`config.mk`:
```
export PLATFORM = sky130hd
export DESIGN_NAME = trdb_packet_decoder
export DESIGN_NICKNAME = d
export VERILOG_FILES = /design/src/rtl/trdb_pkg.sv /design/src/rtl/trdb_packet_decoder.sv
export SDC_FILE = /design/constraint.sdc
export NUM_CORES = 1
export LEC_CHECK = 0
export BUFFER_PORTS_ARGS = -buffer_cell sky130_fd_sc_hd__buf_2
export CAP_MARGIN = 25
export CORE_ASPECT_RATIO = 1.25
export CORE_MARGIN = 5
export CORE_UTILIZATION = 49
export DETAILED_ROUTE_END_ITERATION = 8
export PLACE_DENSITY_LB_ADDON = 0.3
export SETUP_SLACK_MARGIN = 0.5
export SYNTH_ARGS = -nofsm -noshare
export SYNTH_HDL_FRONTEND = slang
export SYNTH_SLANG_ARGS = --single-unit
```
`constraint.sdc`:
```
create_clock -name clk_i -period 4.2 [get_ports clk_i]
set_input_delay 0.21 -clock clk_i [delete_from_list [all_inputs] [get_ports clk_i]]
set_output_delay 0.21 -clock clk_i [all_outputs]
set_load 0.02 [all_outputs]
```
`src/rtl/trdb_pkg.sv`:
```
// Shared trace types plus the header/field layout used by the receive-side packet decoder.
package trdb_pkg;

  typedef enum logic [1:0] {
    F_OPT_EXT    = 2'd0,
    F_DIFF_DELTA = 2'd1,
    F_ADDR_ONLY  = 2'd2,
    F_SYNC       = 2'd3
  } trdb_format_e;

  typedef enum logic [1:0] {
    SF_START   = 2'd0,
    SF_TRAP    = 2'd1,
    SF_CONTEXT = 2'd2,
    SF_SUPPORT = 2'd3
  } trdb_f_sync_subformat_e;

  typedef enum logic {
    SF_PBC = 1'b0,
    SF_JTC = 1'b1
  } trdb_f_opt_ext_subformat_e;

  typedef enum logic [1:0] {
    IDLE    = 2'd0,
    PAYLOAD = 2'd1,
    OUT     = 2'd2,
    DROP    = 2'd3
  } trdb_dec_state_e;

  localparam int unsigned HDR_LEN_W     = 5;
  localparam int unsigned HDR_FLOW_LSB  = 5;
  localparam int unsigned HDR_RSVD_BIT  = 7;
  localparam int unsigned FORMAT_LSB    = 0;
  localparam int unsigned SUBFORMAT_LSB = 2;

endpackage

```
`src/rtl/trdb_packet_decoder.sv`:
```
// Reassembles length-prefixed trace packets from a byte stream and presents one decoded
// packet per valid/ready handshake; malformed or oversized packets are skipped and counted.
//
// state   | meaning
// IDLE    | waiting for a header byte (L=0 headers are filler)
// PAYLOAD | collecting L payload bytes into the payload register
// OUT     | holding a decoded packet until the consumer takes it
// DROP    | discarding the payload of a rejected packet
module trdb_packet_decoder
  import trdb_pkg::*;
#(
  parameter int unsigned MAX_PAYLOAD_BYTES = 16,
  parameter int unsigned CNT_W             = 8
) (
  input  logic                           clk_i,
  input  logic                           rst_i,
  input  logic                           in_valid_i,
  input  logic [7:0]                     in_data_i,
  output logic                           in_ready_o,
  output logic                           out_valid_o,
  input  logic                           out_ready_i,
  output trdb_format_e                   out_format_o,
  output trdb_f_sync_subformat_e         out_sync_subformat_o,
  output trdb_f_opt_ext_subformat_e      out_opt_ext_subformat_o,
  output logic [1:0]                     out_flow_o,
  output logic [4:0]                     out_len_o,
  output logic [8*MAX_PAYLOAD_BYTES-1:0] out_payload_o,
  output logic                           err_o,
  output logic [CNT_W-1:0]               dropped_cnt_o
);

  localparam logic [HDR_LEN_W-1:0] MAX_LEN = HDR_LEN_W'(MAX_PAYLOAD_BYTES);

  trdb_dec_state_e state_q, state_d;

  logic [8*MAX_PAYLOAD_BYTES-1:0] payload_q;
  logic [HDR_LEN_W-1:0]           len_q, idx_q, remain_q;
  logic [1:0]                     flow_q;
  logic                           err_q;
  logic [CNT_W-1:0]               cnt_q;

  logic [HDR_LEN_W-1:0] hdr_len;
  logic [1:0]           hdr_flow;
  logic                 hdr_rsvd;
  logic                 byte_fire;
  logic                 start_pkt, start_drop, store_byte, drop_done;

  assign hdr_len   = in_data_i[HDR_LEN_W-1:0];
  assign hdr_flow  = in_data_i[HDR_FLOW_LSB +: 2];
  assign hdr_rsvd  = in_data_i[HDR_RSVD_BIT];
  assign byte_fire = in_valid_i && in_ready_o;

  always_ff @(posedge clk_i or posedge rst_i) begin
    if (rst_i) state_q <= IDLE;
    else       state_q <= state_d;
  end

  always_comb begin
    state_d     = state_q;
    in_ready_o  = 1'b1;
    out_valid_o = 1'b0;
    start_pkt   = 1'b0;
    start_drop  = 1'b0;
    store_byte  = 1'b0;
    drop_done   = 1'b0;
    case (state_q)
      IDLE: begin
        if (byte_fire) begin
          // A reserved-bit header with no payload has nothing left to skip: it is dropped as it arrives.
          if (hdr_len == '0) begin
            drop_done = hdr_rsvd;
          end else if (hdr_rsvd || (hdr_len > MAX_LEN)) begin
            start_drop = 1'b1;
            state_d    = DROP;
          end else begin
            start_pkt = 1'b1;
            state_d   = PAYLOAD;
          end
        end
      end
      PAYLOAD: begin
        if (byte_fire) begin
          store_byte = 1'b1;
          if (idx_q == len_q - 5'd1) state_d = OUT;
        end
      end
      OUT: begin
        in_ready_o  = 1'b0;
        out_valid_o = 1'b1;
        if (out_ready_i) state_d = IDLE;
      end
      DROP: begin
        if (byte_fire && (remain_q == 5'd1)) begin
          drop_done = 1'b1;
          state_d   = IDLE;
        end
      end
      default: state_d = IDLE;
    endcase
  end

  always_ff @(posedge clk_i or posedge rst_i) begin
    if (rst_i) begin
      payload_q <= '0;
      len_q     <= '0;
      idx_q     <= '0;
      remain_q  <= '0;
      flow_q    <= '0;
      err_q     <= 1'b0;
      cnt_q     <= '0;
    end else begin
      err_q <= drop_done;
      if (drop_done && (cnt_q != '1)) cnt_q <= cnt_q + 1'b1;
      if (start_pkt) begin
        payload_q <= '0;
        len_q     <= hdr_len;
        flow_q    <= hdr_flow;
        idx_q     <= '0;
      end
      if (store_byte) begin
        payload_q[{idx_q, 3'b000} +: 8] <= in_data_i;
        idx_q <= idx_q + 5'd1;
      end
      if (start_drop) remain_q <= hdr_len;
      else if (state_q == DROP && byte_fire) remain_q <= remain_q - 5'd1;
    end
  end

  assign out_format_o            = trdb_format_e'(payload_q[FORMAT_LSB +: 2]);
  assign out_sync_subformat_o    = trdb_f_sync_subformat_e'(payload_q[SUBFORMAT_LSB +: 2]);
  assign out_opt_ext_subformat_o = trdb_f_opt_ext_subformat_e'(payload_q[SUBFORMAT_LSB]);
  assign out_flow_o              = flow_q;
  assign out_len_o               = len_q;
  assign out_payload_o           = payload_q;
  assign err_o                   = err_q;
  assign dropped_cnt_o           = cnt_q;

endmodule
```
==> summary.log, run 1 <==
qor: run_status.outcome complete, no violations
qor: detailed_routing.routed_vias 5511
qor: placement.gpl.final_weighted_congestion 0.8004
qor: cts.numCtsBuffers 17
qor: detailed_routing.drtIter0Drc 369
qor: grt.first_global_vias 5683
qor: detailed_routing.detail_route.drc_violations 0
qor: placement.place.port_buffers 162
qor: detailed_routing.final_antenna_net_count 0
qor: cts.htree_levels 4
qor: cts.post-cts-setup-buffers 0
qor: logic_synthesis.synth_nets 661
qor: sta.grt_setup_unrepaired no
qor: cells_and_area.final_layout_size_suffix_gt1_share 27.40%
qor: logic_synthesis.synthesis.area 7000 µm²
qor: cts.max-clock-path-buffers 2
qor: grt.global_route.overflow_total 0
qor: die.dieWidth 116.9 µm
qor: logic_synthesis.postSynthRegisterBits 156
qor: cts.cts.sink_count 156
qor: setup_path.crit_path_end_kind flop
qor: pwr.p_comb_share 31.1%
qor: sta.timing.slew.headroom 33.68%
qor: hold_path.worst_hold_path_type primary input to flop
qor: cts.clockRootBuffer clkbuf_16
qor: logic_synthesis.synthDominantAreaCellType dfrtp_1
qor: pwr.p_seq_share 38.4%
qor: setup_path.crit_chain inv_1 -> ha_1 -> xnor2_1 -> nand2b_1 -> nor2_2 -> nor2_1 -> a32o_1
qor: placement.post_placement_cell_area 7874 µm²
qor: sta.worst_case_setup_margin_in_the_final_layout 1.440 ns
qor: grt.groute.usage.overall 23.05%
qor: run.cap_viol_max_count 0
qor: cts.post_cts_resized 0
qor: sta.post-route-period-util 65.71%
qor: cts.cts_tree yes
qor: logic_synthesis.synth_top_flop_cell dfrtp_1
qor: hold_path.min_path_cells 3
qor: setup_path.worst-r2r-cell-count 7
qor: detailed_routing.drt-wirelength-per-cell 19.53 µm
qor: pwr.clock_power_share 30.5%
qor: placement.detailedPlacementHpwl 13170 µm
qor: die.die_area 16790 µm²
qor: cells_and_area.final-seq-area 3904 µm²
qor: pwr.p_sw_share 36.49%
qor: setup_path.critical_path_buf_inv_count 1
qor: pwr.netSwitchingPower 1774 µW
qor: cells_and_area.final_design_area_no_fill 8454 µm²
qor: sta.maxClockFrequency 362.4 MHz
qor: logic_synthesis.number_of_library_cell_types_mapped_by_synthesis 59
qor: logic_synthesis.synth_enable_flop_cells 0
qor: detailed_routing.wirelength 18880 µm
qor: cells_and_area.finish.net_count 801
qor: die.floorplan.core_area 13930 µm²
qor: grt.grt_max_degree 120
qor: die.height_of_the_die 143.6 µm
qor: setup_path.worstSetupPathDepth 7
qor: logic_synthesis.synth.top_cell.area_share 55.76%
qor: setup_path.arrival 3.06 ns
qor: grt.grt_first_pass_wirelength 30000 µm
qor: detailed_routing.drt-vias-per-instance 5.699
qor: logic_synthesis.post_synth.cell_area_avg 10.96 µm²
qor: cells_and_area.final-instance-count-excl-fill 967
qor: cells_and_area.footprint_of_the_multi_input_gates 2823 µm²
qor: logic_synthesis.synthesis.instances 639
qor: logic_synthesis.top_cells_by_area_synth dfrtp_1 56%, mux2i_1 8.2%, nand2_1 5.8%, a32o_1 4.6%, nand3_1 2.9%
qor: sta.setup_viol 0
qor: pwr.internal_power 3088 µW
qor: setup_path.timing.critical_path.max_delay_family simple AND/OR/NAND/NOR gates
qor: die.num_rows 48
qor: logic_synthesis.async_reset_ff_share 100.0%
qor: setup_path.startpoint_type flop
qor: cts.clk_pin_slew 0.06 ns
qor: die.floorplan.initialDensity 50.24%
qor: setup_path.timing.setup.critical_path_class flop to flop
qor: cells_and_area.antenna-diode-count 0
qor: sta.finalMaxSlewViolations 0
qor: setup_path.critical_path_peak_fanout 9
qor: die.floorplan.io_pins 163
qor: pwr.ir_drop 312.7 µV
qor: cells_and_area.n_fill_cell 1173
qor: logic_synthesis.ys_warns 0
qor: cts.clk_latency 0.42 ns
qor: sta.fin_tns_setup 0 ns
qor: setup_path.cpPeakStageDelay 0.65 ns
qor: setup_path.worst-endpoint-required 4.50 ns
qor: cells_and_area.area_growth 20.77%
qor: pwr.power_leakage 0.004371 µW
qor: detailed_routing.dr.pass1.iters 4
qor: grt.grt_antenna_before_repair 0
qor: sta.skew 0.007499 ns
qor: sta.hold_viol_final 0
qor: logic_synthesis.sequential_area_share_after_synthesis 55.76%
qor: sta.tightest_slew 0.9949 ns
qor: sta.final_period_minus_worst_setup_slack 2.760 ns
qor: setup_path.cpMaxStageDelayCell xnor2_1
qor: pwr.power_density_over_the_cells 575.2 nW/µm²
qor: placement.place_inst 934
qor: placement.place_worst_setup_slack 1.436 ns
==> kinds of logic (layout without fill, tap and decap cells) <==
group                      Yosys count  in the layout  share of synthesized area (%)
buffers and inverters               65            218                          4.021
AOI/OAI and AO/OA                  114            114                          11.72
muxes                               61             61                          8.847
adders and majority gates           11             11                          1.930
and+or+nand+nor                    217            217                          15.73
DFF                                156            156                          55.76
xor gates and xnor gates            15             15                          1.984
==> cell type report <==
class	instances	share of cell area (%)
flip-flops and latches	156	46.17
multi-input cells	418	33.39
repair buffers	167	10.21
clock buffers	21	5.328
well taps	175	2.590
clock inverters	11	1.421
inverters	19	0.8880
==> metal layers <==
metal | GRT usage (%) | share of wire (%)
met3 | 6.487 | 6.9
met2 | 38.54 | 51
met1 | 28.14 | 39
met5 | 0 | 0
met4 | 9.058 | 2.5
==> worst min-delay path, cell delays in order <==
cell and delay, ns:
buf_2 0.21, inv_1 0.11, o21ai_1 0.07
==> sequential cells by signal (all words and copies together), names as in the netlist <==
| signal | flops |
|---|---|
| err_o | 1 |
| out_payload_o | 128 |
| idx_q | 5 |
| remain_q | 5 |
| out_len_o | 5 |
| dropped_cnt_o | 8 |
| state_q | 2 |
| out_flow_o | 2 |
==> synthesized netlist by cell type, types with 3 or more instances <==
master / instances
mux2i_1: 57
a31oi_1: 4
nor2b_1: 3
nor2_2: 3
o21ai_0: 39
o21ai_1: 9
nand2_1: 108
xor2_1: 4
mux2_2: 3
and3_1: 3
and2_1: 5
nand3b_1: 5
a22o_1: 9
dfrtp_1: 156
nor2_1: 14
clkbuf_1: 27
inv_1: 19
ha_1: 10
buf_2: 12
buf_4: 6
a32o_1: 32
nor3_1: 4
nand3_1: 41
xnor2_1: 10
a21oi_1: 9
nand2b_1: 5
==> worst paths after layout <==
kind / startpoint / to / slack, ns
min in group asynchronous: rst_i / out_payload_o[109] / 0.49
max: idx_q[1] / out_payload_o[31] / 1.44
min: in_data_i[6] / out_flow_o[1] / 0.22
max in group asynchronous: rst_i / out_payload_o[47] / 2.63
max reg2reg: idx_q[1] / out_payload_o[31] / 1.44
min reg2reg: out_flow_o[1] / out_flow_o[1] / 0.50
==> placed cells by master, fill, tap and decap left out, types with 9 or more instances in the layout <==
master and instances:
buf_2 162, dfrtp_1 156, nand2_1 107, mux2i_1 57, nand3_1 41, o21ai_0 39, a32o_1 32, inv_1 18
clkbuf_16 17, nor2_1 14, xnor2_1 10, ha_1 10, a21oi_1 9, o21ai_1 9, a22o_1 9
==> through the flow <==
stage | hold WS, ns | utilization (%) | power (µW)
finish | 0.2234 | 60.68 | 4863
CTS | 0.2130 | 60.68 | 4889
global placement | 0.3930 | 56.51 | 3346
detailed placement | 0.4019 | 56.51 | 3406
global route | 0.2082 | 60.68 | 5127
floorplan | 0.3714 | - | 2977
==> power groups by stage <==
stage / combinational (µW) / sequential, µW / clock [µW]
2_1_floorplan: 963 / 2010 / 0
3_3_place_gp: 1470 / 1880 / 0
3_5_place_dp: 1520 / 1890 / 0
4_1_cts: 1530 / 1860 / 1500
5_1_grt: 1660 / 1890 / 1580
6_report: 1510 / 1870 / 1480
==> what timing repair did <==
| item | CTS | global route |
|---|---|---|
| hold buffers | 1 | 0 |
| hold endpoints to repair | 37 | 0 |
| setup endpoints to repair | 0 | 0 |
Note: power is estimated with default switching activity, not from simulation.
==> inputs of run 2 (changes only) <==
==> constraint.sdc (replaced) <==
create_clock -name clk_i -period 2.5 [get_ports clk_i]
set_input_delay 0.125 -clock clk_i [delete_from_list [all_inputs] [get_ports clk_i]]
set_output_delay 0.125 -clock clk_i [all_outputs]
set_load 0.02 [all_outputs]
==> run 2 against run 1 <==
Effect of this change: via count grew 5.6%; worst setup slack lost 1.1 ns; critical endpoint is now state_q[0]; clock-buffer cell count grew 2; highest routed layer unchanged.
==> summary.log, run 2 (synthesis results as in run 1) <==
qor: die.num_rows 48 [unchanged]
qor: placement.detailedPlacementHpwl 13140 µm [-0.17%]
qor: detailed_routing.drt-vias-per-instance 5.738 [+0.68%]
qor: detailed_routing.wirelength 19820 µm [+5.0%]
qor: grt.groute.usage.overall 24.04% [+0.99 points]
qor: die.floorplan.initialDensity 50.24% [unchanged]
qor: sta.grt_setup_unrepaired yes
qor: setup_path.arrival 2.42 ns [-0.64 ns]
qor: sta.setup_viol 0 [unchanged]
qor: cells_and_area.area_growth 32.14%
qor: cells_and_area.finish.net_count 850 [+6.1%]
qor: detailed_routing.dr.pass1.iters 5 [+1]
qor: setup_path.cpMaxStageDelayCell or4b_4
qor: die.die_area 16790 µm² [unchanged]
qor: cts.clockRootBuffer clkbuf_16
qor: cts.clk_latency 0.43 ns [about the same]
qor: sta.skew 0.007885 ns [+0.0003858 ns]
qor: cells_and_area.mostFrequentLayoutCells 162 x buf_2, 151 x dfrtp_1, 102 x nand2_1
qor: pwr.ir_drop 627.5 µV [+100%]
qor: setup_path.worst-endpoint-required 2.80 ns [-1.70 ns]
qor: sta.maxClockFrequency 472.2 MHz [+30%]
qor: cts.htree_levels 4 [unchanged]
qor: setup_path.crit_chain inv_2 -> ha_1 -> or4b_4 -> a221o_1 -> a221oi_4 -> mux2_4
qor: die.height_of_the_die 143.6 µm [unchanged]
qor: cells_and_area.largest_reg_flops 128 [unchanged]
qor: setup_path.cpPeakStageDelay 0.46 ns [-0.19 ns]
qor: sta.final_period_minus_worst_setup_slack 2.118 ns [-0.6419 ns]
qor: pwr.power_leakage 0.004757 µW [+8.8%]
qor: grt.first_global_vias 5714 [+0.55%]
qor: hold_path.worst_hold_path_type primary input to flop
qor: sta.post-route-period-util 84.71% [+19 points]
qor: setup_path.critical_path_buf_inv_count 1 [unchanged]
qor: die.dieWidth 116.9 µm [unchanged]
qor: cells_and_area.final-instance-count-excl-fill 1014 [+4.9%]
qor: cells_and_area.antenna-diode-count 0 [unchanged]
qor: setup_path.timing.critical_path.max_delay_family compound AO/OA/AOI/OAI gates
qor: grt.grt_first_pass_wirelength 30860 µm [+2.9%]
qor: detailed_routing.final_antenna_net_count 0 [unchanged]
qor: grt.grt_antenna_before_repair 0 [unchanged]
qor: detailed_routing.detail_route.drc_violations 0 [unchanged]
qor: cells_and_area.final_common_cell buf_2
qor: placement.place.port_buffers 162 [unchanged]
qor: setup_path.crit_path_end_kind flop
qor: sta.tightest_slew 0.8740 ns [-0.1208 ns]
qor: run_status.outcome complete, no violations
qor: detailed_routing.routed_vias 5818 [+5.6%]
qor: pwr.power_density_over_the_cells 966.2 nW/µm² [+68%]
qor: placement.place_inst 953 [+2.0%]
qor: sta.timing.slew.headroom 41.73% [+8.1 points]
qor: setup_path.startpoint_type flop
qor: cts.numCtsBuffers 17 [unchanged]
qor: cts.max-clock-path-buffers 2 [unchanged]
qor: detailed_routing.drt-wirelength-per-cell 19.55 µm [+0.10%]
qor: detailed_routing.drtIter0Drc 567 [+54%]
qor: setup_path.critical_path_peak_fanout 3 [-6]
qor: sta.fin_tns_setup 0 ns [unchanged]
qor: grt.grt_max_degree 157 [+31%]
qor: setup_path.ff_to_ff_setup_slack 0.38 ns [-1.06 ns]
qor: setup_path.timing.setup.critical_path_class flop to flop
qor: cts.cts.sink_count 156 [unchanged]
qor: run.cap_viol_max_count 0 [unchanged]
qor: cts.cts_tree yes
qor: grt.global_route.overflow_total 0 [unchanged]
qor: die.floorplan.core_area 13930 µm² [unchanged]
qor: sta.hold_viol_final 0 [unchanged]
qor: placement.gpl.final_weighted_congestion 0.8176 [+2.1%]
qor: cts.clk_pin_slew 0.06 ns [about the same]
qor: die.floorplan.io_pins 163 [unchanged]
qor: cells_and_area.final_layout_size_suffix_gt1_share 36.83% [+9.4 points]
qor: sta.finalMaxSlewViolations 0 [unchanged]
run 2: cell count changes in the layout (fill, tap and decap cells not counted), sizes merged:
cell      delta
nand2        +1
clkinv       -1
bufinv       -1
clkbuf       +2
clkinvlp     -2
buf         +48
run 2: metrics by stage:
stage	instance area (µm²)	hold WS [ns]	power, µW	worst slack [ns]	util [%]
2_1_floorplan	7157	0.2864	5187	0.3075	-
3_3_place_gp	8159	0.4308	5871	0.3074	58.56
3_5_place_dp	8159	0.4524	5946	0.1683	58.56
4_1_cts	9011	0.1229	8661	0.3640	64.67
5_1_grt	9250	0.1441	9369	0.3393	66.39
6_report	9250	0.1520	8938	0.3823	66.39
run 2: cell type report:
class / count / area (µm²)
clock buffers: 23 / 478.0
well taps: 175 / 219.0
multi-input cells: 419 / 3172
clock inverters: 7 / 66.31
repair buffers: 215 / 1323
inverters: 19 / 82.58
fillers: 1071 / 4683
flip-flops and latches: 156 / 3910
run 2: path summary, 6_finish.rpt:
| path | startpoint | endpoint | cells past startpoint |
|---|---|---|---|
| max reg2reg | remain_q[1] | state_q[0] | 6 |
| max in group asynchronous | rst_i | state_q[0] | 4 |
| min reg2reg | out_payload_o[47] | out_payload_o[47] | 1 |
| min | in_data_i[6] | out_payload_o[102] | 3 |
| max | remain_q[1] | state_q[0] | 6 |
| min in group asynchronous | rst_i | out_payload_o[77] | 4 |
run 2: tightest hold or removal path: cells and delay by family:
kind / cells / cell delay (ns)
and+or+nand+nor: 1 / 0.12
buffers and inverters: 1 / 0.22
muxes: 1 / 0.06
run 2: timing repair:
| action | CTS | global route |
|---|---|---|
| hold buffers | 1 | 0 |
| setup buffers | 17 | 12 |
| gates resized for setup | 32 | 33 |
| cloned | 1 | 0 |
| endpoints found under the hold margin | 3 | 0 |
| pin swaps | 24 | 13 |
| setup endpoints to repair | 134 | 132 |
run 2: layer usage:
metal  global-route usage [%]  part of all wire (%)
met1                    30.69                    39
met4                    8.394                   2.1
met2                    40.31                    52
met5                        0                     0
met3                    5.307                   6.4
run 2: power breakdown:
group	total [µW]	switching, µW	internal [µW]
combinational	3360	2020	1330
clock	2410	976	1430
sequential	3170	324	2850
total	8940	3320	5610
